File: config.mk
export PLATFORM = sky130hd
export DESIGN_NAME = reg_file_mp
export DESIGN_NICKNAME = d
export VERILOG_FILES = /design/src/rtl/reg_file_mp.sv
export SDC_FILE = /design/constraint.sdc
export NUM_CORES = 1
export LEC_CHECK = 0
export BUFFER_PORTS_ARGS = -buffer_cell sky130_fd_sc_hd__clkbuf_2
export CAP_MARGIN = 20
export CORE_MARGIN = 2
export CORE_UTILIZATION = 60
export CTS_CLUSTER_SIZE = 30
export DETAILED_ROUTE_END_ITERATION = 10
export PLACE_DENSITY = 0.79
export SYNTH_ARGS = -nofsm -noshare
export SYNTH_HDL_FRONTEND = slang
export SYNTH_SLANG_ARGS = --single-unit
File: constraint.sdc
create_clock -name clk -period 5.59 [get_ports clk]
set_input_delay 1.118 -clock clk [delete_from_list [all_inputs] [get_ports clk]]
set_output_delay 1.118 -clock clk [all_outputs]
set_load 0.02 [all_outputs]
File: src/rtl/reg_file_mp.sv
// reg_file_mp: DEPTH x DATA_WIDTH register bank with one write port and
// NUM_RD independent read ports.
//
// After reset the bank runs an initialisation sweep that writes RESET_VAL
// into every entry, one entry per cycle. The sweep takes DEPTH cycles, and
// busy stays high for all of it. While busy is high, the bank refuses every
// access.
//
// Writes carry per-lane strobes. Each wr_strb bit covers LANE_WIDTH data bits.
//
// Reads are registered (SYNC_READ=1) or combinational (SYNC_READ=0). A
// registered read of the address being written in the same cycle returns the
// strobe-merged new word.
//
// Illegal accesses raise a sticky err flag. An access is illegal if it
// arrives while busy, or if its address is >= DEPTH. err_clr clears the flag.
// A new illegal access in the same cycle as err_clr keeps the flag set.
//
// Ports
//   clk       clock, everything on posedge
//   rst       synchronous reset, active-high
//   wr_en     write request
//   wr_addr   write address
//   wr_data   write data
//   wr_strb   lane enables, bit i -> wr_data[i*LANE_WIDTH +: LANE_WIDTH]
//   rd_en     per-port read request
//   rd_addr   port p address at [p*ADDR_WIDTH +: ADDR_WIDTH]
//   rd_data   port p data at [p*DATA_WIDTH +: DATA_WIDTH]
//   rd_valid  port p data valid
//   busy      initialisation sweep in progress
//   err       sticky illegal-access flag
//   err_clr   clears err
module reg_file_mp #(
  parameter int                    ADDR_WIDTH = 4,
  parameter int                    DATA_WIDTH = 8,
  parameter int                    LANE_WIDTH = 4,
  parameter int                    DEPTH      = 1 << ADDR_WIDTH,
  parameter int                    NUM_RD     = 2,
  parameter int                    SYNC_READ  = 1,
  parameter logic [DATA_WIDTH-1:0] RESET_VAL  = '0
) (
  input  logic                         clk,
  input  logic                         rst,
  input  logic                         wr_en,
  input  logic [ADDR_WIDTH-1:0]        wr_addr,
  input  logic [DATA_WIDTH-1:0]        wr_data,
  input  logic [DATA_WIDTH/LANE_WIDTH-1:0] wr_strb,
  input  logic [NUM_RD-1:0]            rd_en,
  input  logic [NUM_RD*ADDR_WIDTH-1:0] rd_addr,
  output logic [NUM_RD*DATA_WIDTH-1:0] rd_data,
  output logic [NUM_RD-1:0]            rd_valid,
  output logic                         busy,
  output logic                         err,
  input  logic                         err_clr
);

  localparam int                    NUM_LANES = DATA_WIDTH / LANE_WIDTH;
  // One extra bit so that DEPTH == 2**ADDR_WIDTH is still representable.
  localparam logic [ADDR_WIDTH:0]   DEPTH_W   = (ADDR_WIDTH + 1)'(DEPTH);
  localparam logic [ADDR_WIDTH-1:0] LAST_PTR  = ADDR_WIDTH'(DEPTH - 1);

  typedef enum logic {SWEEP, READY} state_t;

  state_t                  state, state_nxt;
  logic [ADDR_WIDTH-1:0]   ptr, ptr_nxt;
  logic [DATA_WIDTH-1:0]   mem [DEPTH];

  logic                    wr_addr_ok;
  logic                    wr_fire;
  logic [DATA_WIDTH-1:0]   wr_merged;
  logic [NUM_RD-1:0]       rd_bad;
  logic                    illegal;

  // ---------------------------------------------------------------------------
  // Sweep FSM
  // ---------------------------------------------------------------------------
  always_ff @(posedge clk) begin
    // NOTE: state registers use non-blocking assignments so every flop samples
    // the pre-edge values, regardless of block ordering in simulation.
    if (rst) begin
      state <= SWEEP;
      ptr   <= '0;
    end else begin
      state <= state_nxt;
      ptr   <= ptr_nxt;
    end
  end

  always_comb begin
    // NOTE: defaults first, so every path assigns every output and no latch
    // is inferred.
    state_nxt = state;
    ptr_nxt   = ptr;
    if (state == SWEEP) begin
      ptr_nxt = ptr + 1'b1;
      if (ptr == LAST_PTR) begin
        state_nxt = READY;
        ptr_nxt   = '0;
      end
    end
  end

  assign busy = (state == SWEEP);

  // ---------------------------------------------------------------------------
  // Write path
  // ---------------------------------------------------------------------------
  assign wr_addr_ok = ({1'b0, wr_addr} < DEPTH_W);
  assign wr_fire    = wr_en & ~busy & wr_addr_ok;

  // Lanes without a strobe keep the stored value.
  always_comb begin
    wr_merged = mem[wr_addr];
    for (int i = 0; i < NUM_LANES; i++) begin
      if (wr_strb[i]) wr_merged[i*LANE_WIDTH +: LANE_WIDTH] = wr_data[i*LANE_WIDTH +: LANE_WIDTH];
    end
  end

  // NOTE: storage is deliberately not reset. The sweep initialises it, so the
  // array maps onto plain RAM/flops without a reset tree.
  always_ff @(posedge clk) begin
    if (!rst) begin
      if (busy)         mem[ptr]     <= RESET_VAL;
      else if (wr_fire) mem[wr_addr] <= wr_merged;
    end
  end

  // ---------------------------------------------------------------------------
  // Read ports
  // ---------------------------------------------------------------------------
  for (genvar p = 0; p < NUM_RD; p++) begin : g_rd
    logic [ADDR_WIDTH-1:0] addr;
    logic                  addr_ok;
    logic [DATA_WIDTH-1:0] word;

    assign addr    = rd_addr[p*ADDR_WIDTH +: ADDR_WIDTH];
    assign addr_ok = ({1'b0, addr} < DEPTH_W);
    // Out-of-range reads return zero rather than whatever the array decodes to.
    assign word    = addr_ok ? mem[addr] : '0;

    if (SYNC_READ != 0) begin : g_sync
      logic [DATA_WIDTH-1:0] data_q;
      logic                  valid_q;

      always_ff @(posedge clk) begin
        if (rst) begin
          data_q  <= '0;
          valid_q <= 1'b0;
        end else if (rd_en[p] && !busy) begin
          valid_q <= 1'b1;
          // Write-first: a same-cycle write to this address is forwarded.
          data_q  <= (wr_fire && wr_addr == addr) ? wr_merged : word;
        end else begin
          valid_q <= 1'b0;
        end
      end

      assign rd_data[p*DATA_WIDTH +: DATA_WIDTH] = data_q;
      assign rd_valid[p]                         = valid_q;
    end else begin : g_comb
      assign rd_data[p*DATA_WIDTH +: DATA_WIDTH] = word;
      assign rd_valid[p]                         = rd_en[p] & ~busy;
    end
  end

  // ---------------------------------------------------------------------------
  // Sticky error flag
  // ---------------------------------------------------------------------------
  always_comb begin
    rd_bad = '0;
    for (int p = 0; p < NUM_RD; p++) begin
      rd_bad[p] = rd_en[p] & ({1'b0, rd_addr[p*ADDR_WIDTH +: ADDR_WIDTH]} >= DEPTH_W);
    end
  end

  assign illegal = busy ? (wr_en | (|rd_en))
                        : ((wr_en & ~wr_addr_ok) | (|rd_bad));

  always_ff @(posedge clk) begin
    if (rst)          err <= 1'b0;
    else if (illegal) err <= 1'b1;   // a new violation beats a clear
    else if (err_clr) err <= 1'b0;
  end

endmodule

==> results by group <==
Run status
  • Status: finished, final reports clean

Critical path
  • Critical path required time: 5910 ps
  • Worst setup SP type: input port
  • Max Fanout on Critical Path: 27
  • CP endpoint kind: flip-flop
  • Setup Crit Path Kind: in -> reg
  • CP Data Arrival Time: 4230 ps

Global route
  • GR Layer Usage met1: 50.8%
  • Initial antenna violation count: 2
  • First-pass GRT wire length: 39,100 µm
  • Vias in the first global route: 6,240
  • Largest net degree at the start of global routing: 35
  • Total global routing track utilization: 36.8%
  • Grt ovf: 0
  • Met2 capacity usage during global routing: 51.9%
  • Gr busiest metal: met2
  • GRT met3 Usage: 10.3%

STA
  • Final Max Tran Viols: 0
  • Final setup violating endpoints: 0
  • Crit path time final: 3910 ps
  • Setup TNS: 0 ps
  • Slew Limit Headroom: 14.7%
  • Fmax: 256 MHz
  • RSZ-0062 raised after global routing: no
  • Clock skew: 7.24 ps
  • Hold Vio Cnt, Final: 0
  • Worst-Margin Slew: 1270 ps
  • Period Utilization, post-route: 70.0%

Clock network
  • Clock latency on the worst-skew pair: 430 ps
  • Clk root buf: clkbuf_16
  • Setup Fix Bufs, Post-CTS: 0
  • CTS Sinks: 152
  • Total CTS buffers: 17
  • CTS tree: yes
  • Clock-pin slew on the worst setup and hold paths: 60 ps
  • H-tree lvl count: 4
  • Hold_buf cts: 0
  • CTS Buffer Depth: 2
  • Cts repair resizes: 0

Layout
  • Util after Layout: 68.0%
  • Seq. cell area: 0.00432 mm²
  • Share of layout cells above drive strength 1: 26.4%
  • Area of the multi-input gates: 0.00396 mm²
  • Final nets: 678
  • Post-route non-filler standard cell count: 843
  • Area Overhead vs Synth: 10.3%
  • FILL cells: 963

Synthesis
  • Asr flop ratio synth: 0%
  • Cells after synthesis: 614
  • Mapped cell area: 0.00863 mm²
  • Synth Area in Simple Gates: 8.60%
  • Yosys warns: 0
  • Adder-cell area share of the yosys netlist: 0.145%
  • Number of synthesized register bits: 152
  • Avg Inst Size Synth: 14.1 µm²
  • Netlist cell types: 59
  • Main combinational cell family by area after synthesis: multiplexers
  • Synth Area in Compound Gates: 8.76%
  • Primary FF master, synth: edfxtp_1
  • Post-Syn Nets: 643
  • EDFF count, synth: 128
  • XOR/XNOR Fraction of Synth Area: 0.914%
  • Post-synthesis sequential area ratio: 50.1%
  • Proportion of synthesized area in mux cells: 27.5%

Floorplanning
  • Die Ht: 124 µm
  • Die area: 0.0154 mm²
  • Die X: 124 µm
  • Core footprint: 0.0140 mm²
  • Starting density of the core: 61.7%
  • Std-Cell Rows: 43
  • # IOs: 48

Flow run
  • Max Cap Viol: 0

Route
  • DRT iter0 DRCs: 1,043
  • DRC errors left: 0
  • Post-DRT Antenna Nets: 0
  • Vias per inst: 7.69
  • First-pass DRT Iterations: 7
  • WL/cell: 31.6 µm
  • Via count: 6,482
  • Routed wire length: 26,700 µm

Placed design
  • Placed insts: 808
  • Post-detail-place hpwl: 17,400 µm
  • Placer Congestion: 0.976
  • Port bufs: 47

Power and ir drop
  • Leakage: 3.57 nW
  • PD cells: 281 mW/mm²
  • Peak VDD IR: 0.209 mV

Min path
  • Tightest Hold Check Type: reg -> reg
-- metrics by stage --
stage          hold WS [ps]  worst slack [ps]  power (mW)  instance area, µm²
2_1_floorplan           535              2570        1.45                8630
3_3_place_gp            453              1510        1.52                8880
3_5_place_dp            453              1490        1.53                8910
4_1_cts                 468              1910        2.66                9500
5_1_grt                 479              1730        2.73                9510
6_report                464              1680        2.67                9520
-- final cells by class --
type	count	area share (%)
clock inverter	14	1.66
inverter	8	0.316
tap	180	2.37
timing repair buffer	66	4.05
clock buffer	18	4.51
antenna	1	0.0263
multi-input combinational	404	41.6
sequential	152	45.4
-- logic make-up after synthesis --
group / Yosys count
xor+xnor: 9
buf+inv: 58
simple gates: 147
flops: 152
fa+ha+maj: 1
compound gates: 101
mux: 146
-- cells in the final DEF, fill, tap and decap left out, types with 15 or more instances in the layout --
cell / Yosys / final
a21oi_1: 26 / 26
buf_4: 7 / 17
nor2_1: 41 / 41
edfxtp_1: 128 / 128
a221oi_1: 15 / 15
mux2i_1: 69 / 69
mux4_2: 59 / 59
nand2b_1: 15 / 15
nand2_1: 36 / 36
dfxtp_1: 24 / 24
clkbuf_2: 0 / 46
clkbuf_16: 0 / 17
-- critical path: stages --
cell and delay [ps]:
clkbuf_2 730, nand3_1 290, and3_1 250, a311o_1 340, o21ai_1 990, a211oi_1 170, a211o_1 330
-- per-layer routing --
layer  vias up  wire length (µm)
met2       603             11800
met5         -                 0
met1      3202              9470
met3       122              3880
li1       2555                 -
met4         0              1520
-- registers in the layout (all words and copies together) (netlist names) --
name,cells
err,1
g_rd.g_sync.data_q,16
g_rd.g_sync.valid_q,2
mem,128
ptr,4
state,1
-- synthesized netlist by cell type (8+ instances only) --
library cell | instances | area, µm²
a21oi_1 | 26 | 130
a221o_1 | 8 | 80.1
a221oi_1 | 15 | 131
a22oi_1 | 9 | 67.6
buf_2 | 17 | 85.1
buf_6 | 8 | 90.1
clkbuf_1 | 14 | 52.6
dfxtp_1 | 24 | 480
edfxtp_1 | 128 | 3840
inv_1 | 8 | 30.0
mux2_2 | 8 | 90.1
mux2i_1 | 69 | 691
mux4_1 | 10 | 263
mux4_2 | 59 | 1330
nand2_1 | 36 | 135
nand2b_1 | 15 | 93.8
nand3_1 | 9 | 45.0
nor2_1 | 41 | 154
nor2b_1 | 11 | 68.8
nor3_1 | 11 | 55.1
-- power breakdown --
| part | switching (mW) | internal (mW) | total [mW] |
|---|---|---|---|
| logic | 0.164 | 0.114 | 0.278 |
| clock network | 0.458 | 0.695 | 1.15 |
| registers | 0.0136 | 1.23 | 1.24 |
| total | 0.635 | 2.04 | 2.67 |
-- path summary, 6_finish.rpt --
path                                                       startpoint                                    end  slack [ps]  cells after the start
worst max-delay path                                       wr_addr[1]  g_rd[1].g_sync.data_q[4]$_SDFFE_PP0P_        1680                      7
worst min register to register  g_rd[1].g_sync.data_q[4]$_SDFFE_PP0P_  g_rd[1].g_sync.data_q[4]$_SDFFE_PP0P_         460                      1
worst min-delay path            g_rd[1].g_sync.data_q[4]$_SDFFE_PP0P_  g_rd[1].g_sync.data_q[4]$_SDFFE_PP0P_         460                      1
worst max register to register                       state$_SDFF_PP0_  g_rd[1].g_sync.data_q[4]$_SDFFE_PP0P_        2250                      6
Note: power is estimated with default switching activity, not from simulation.
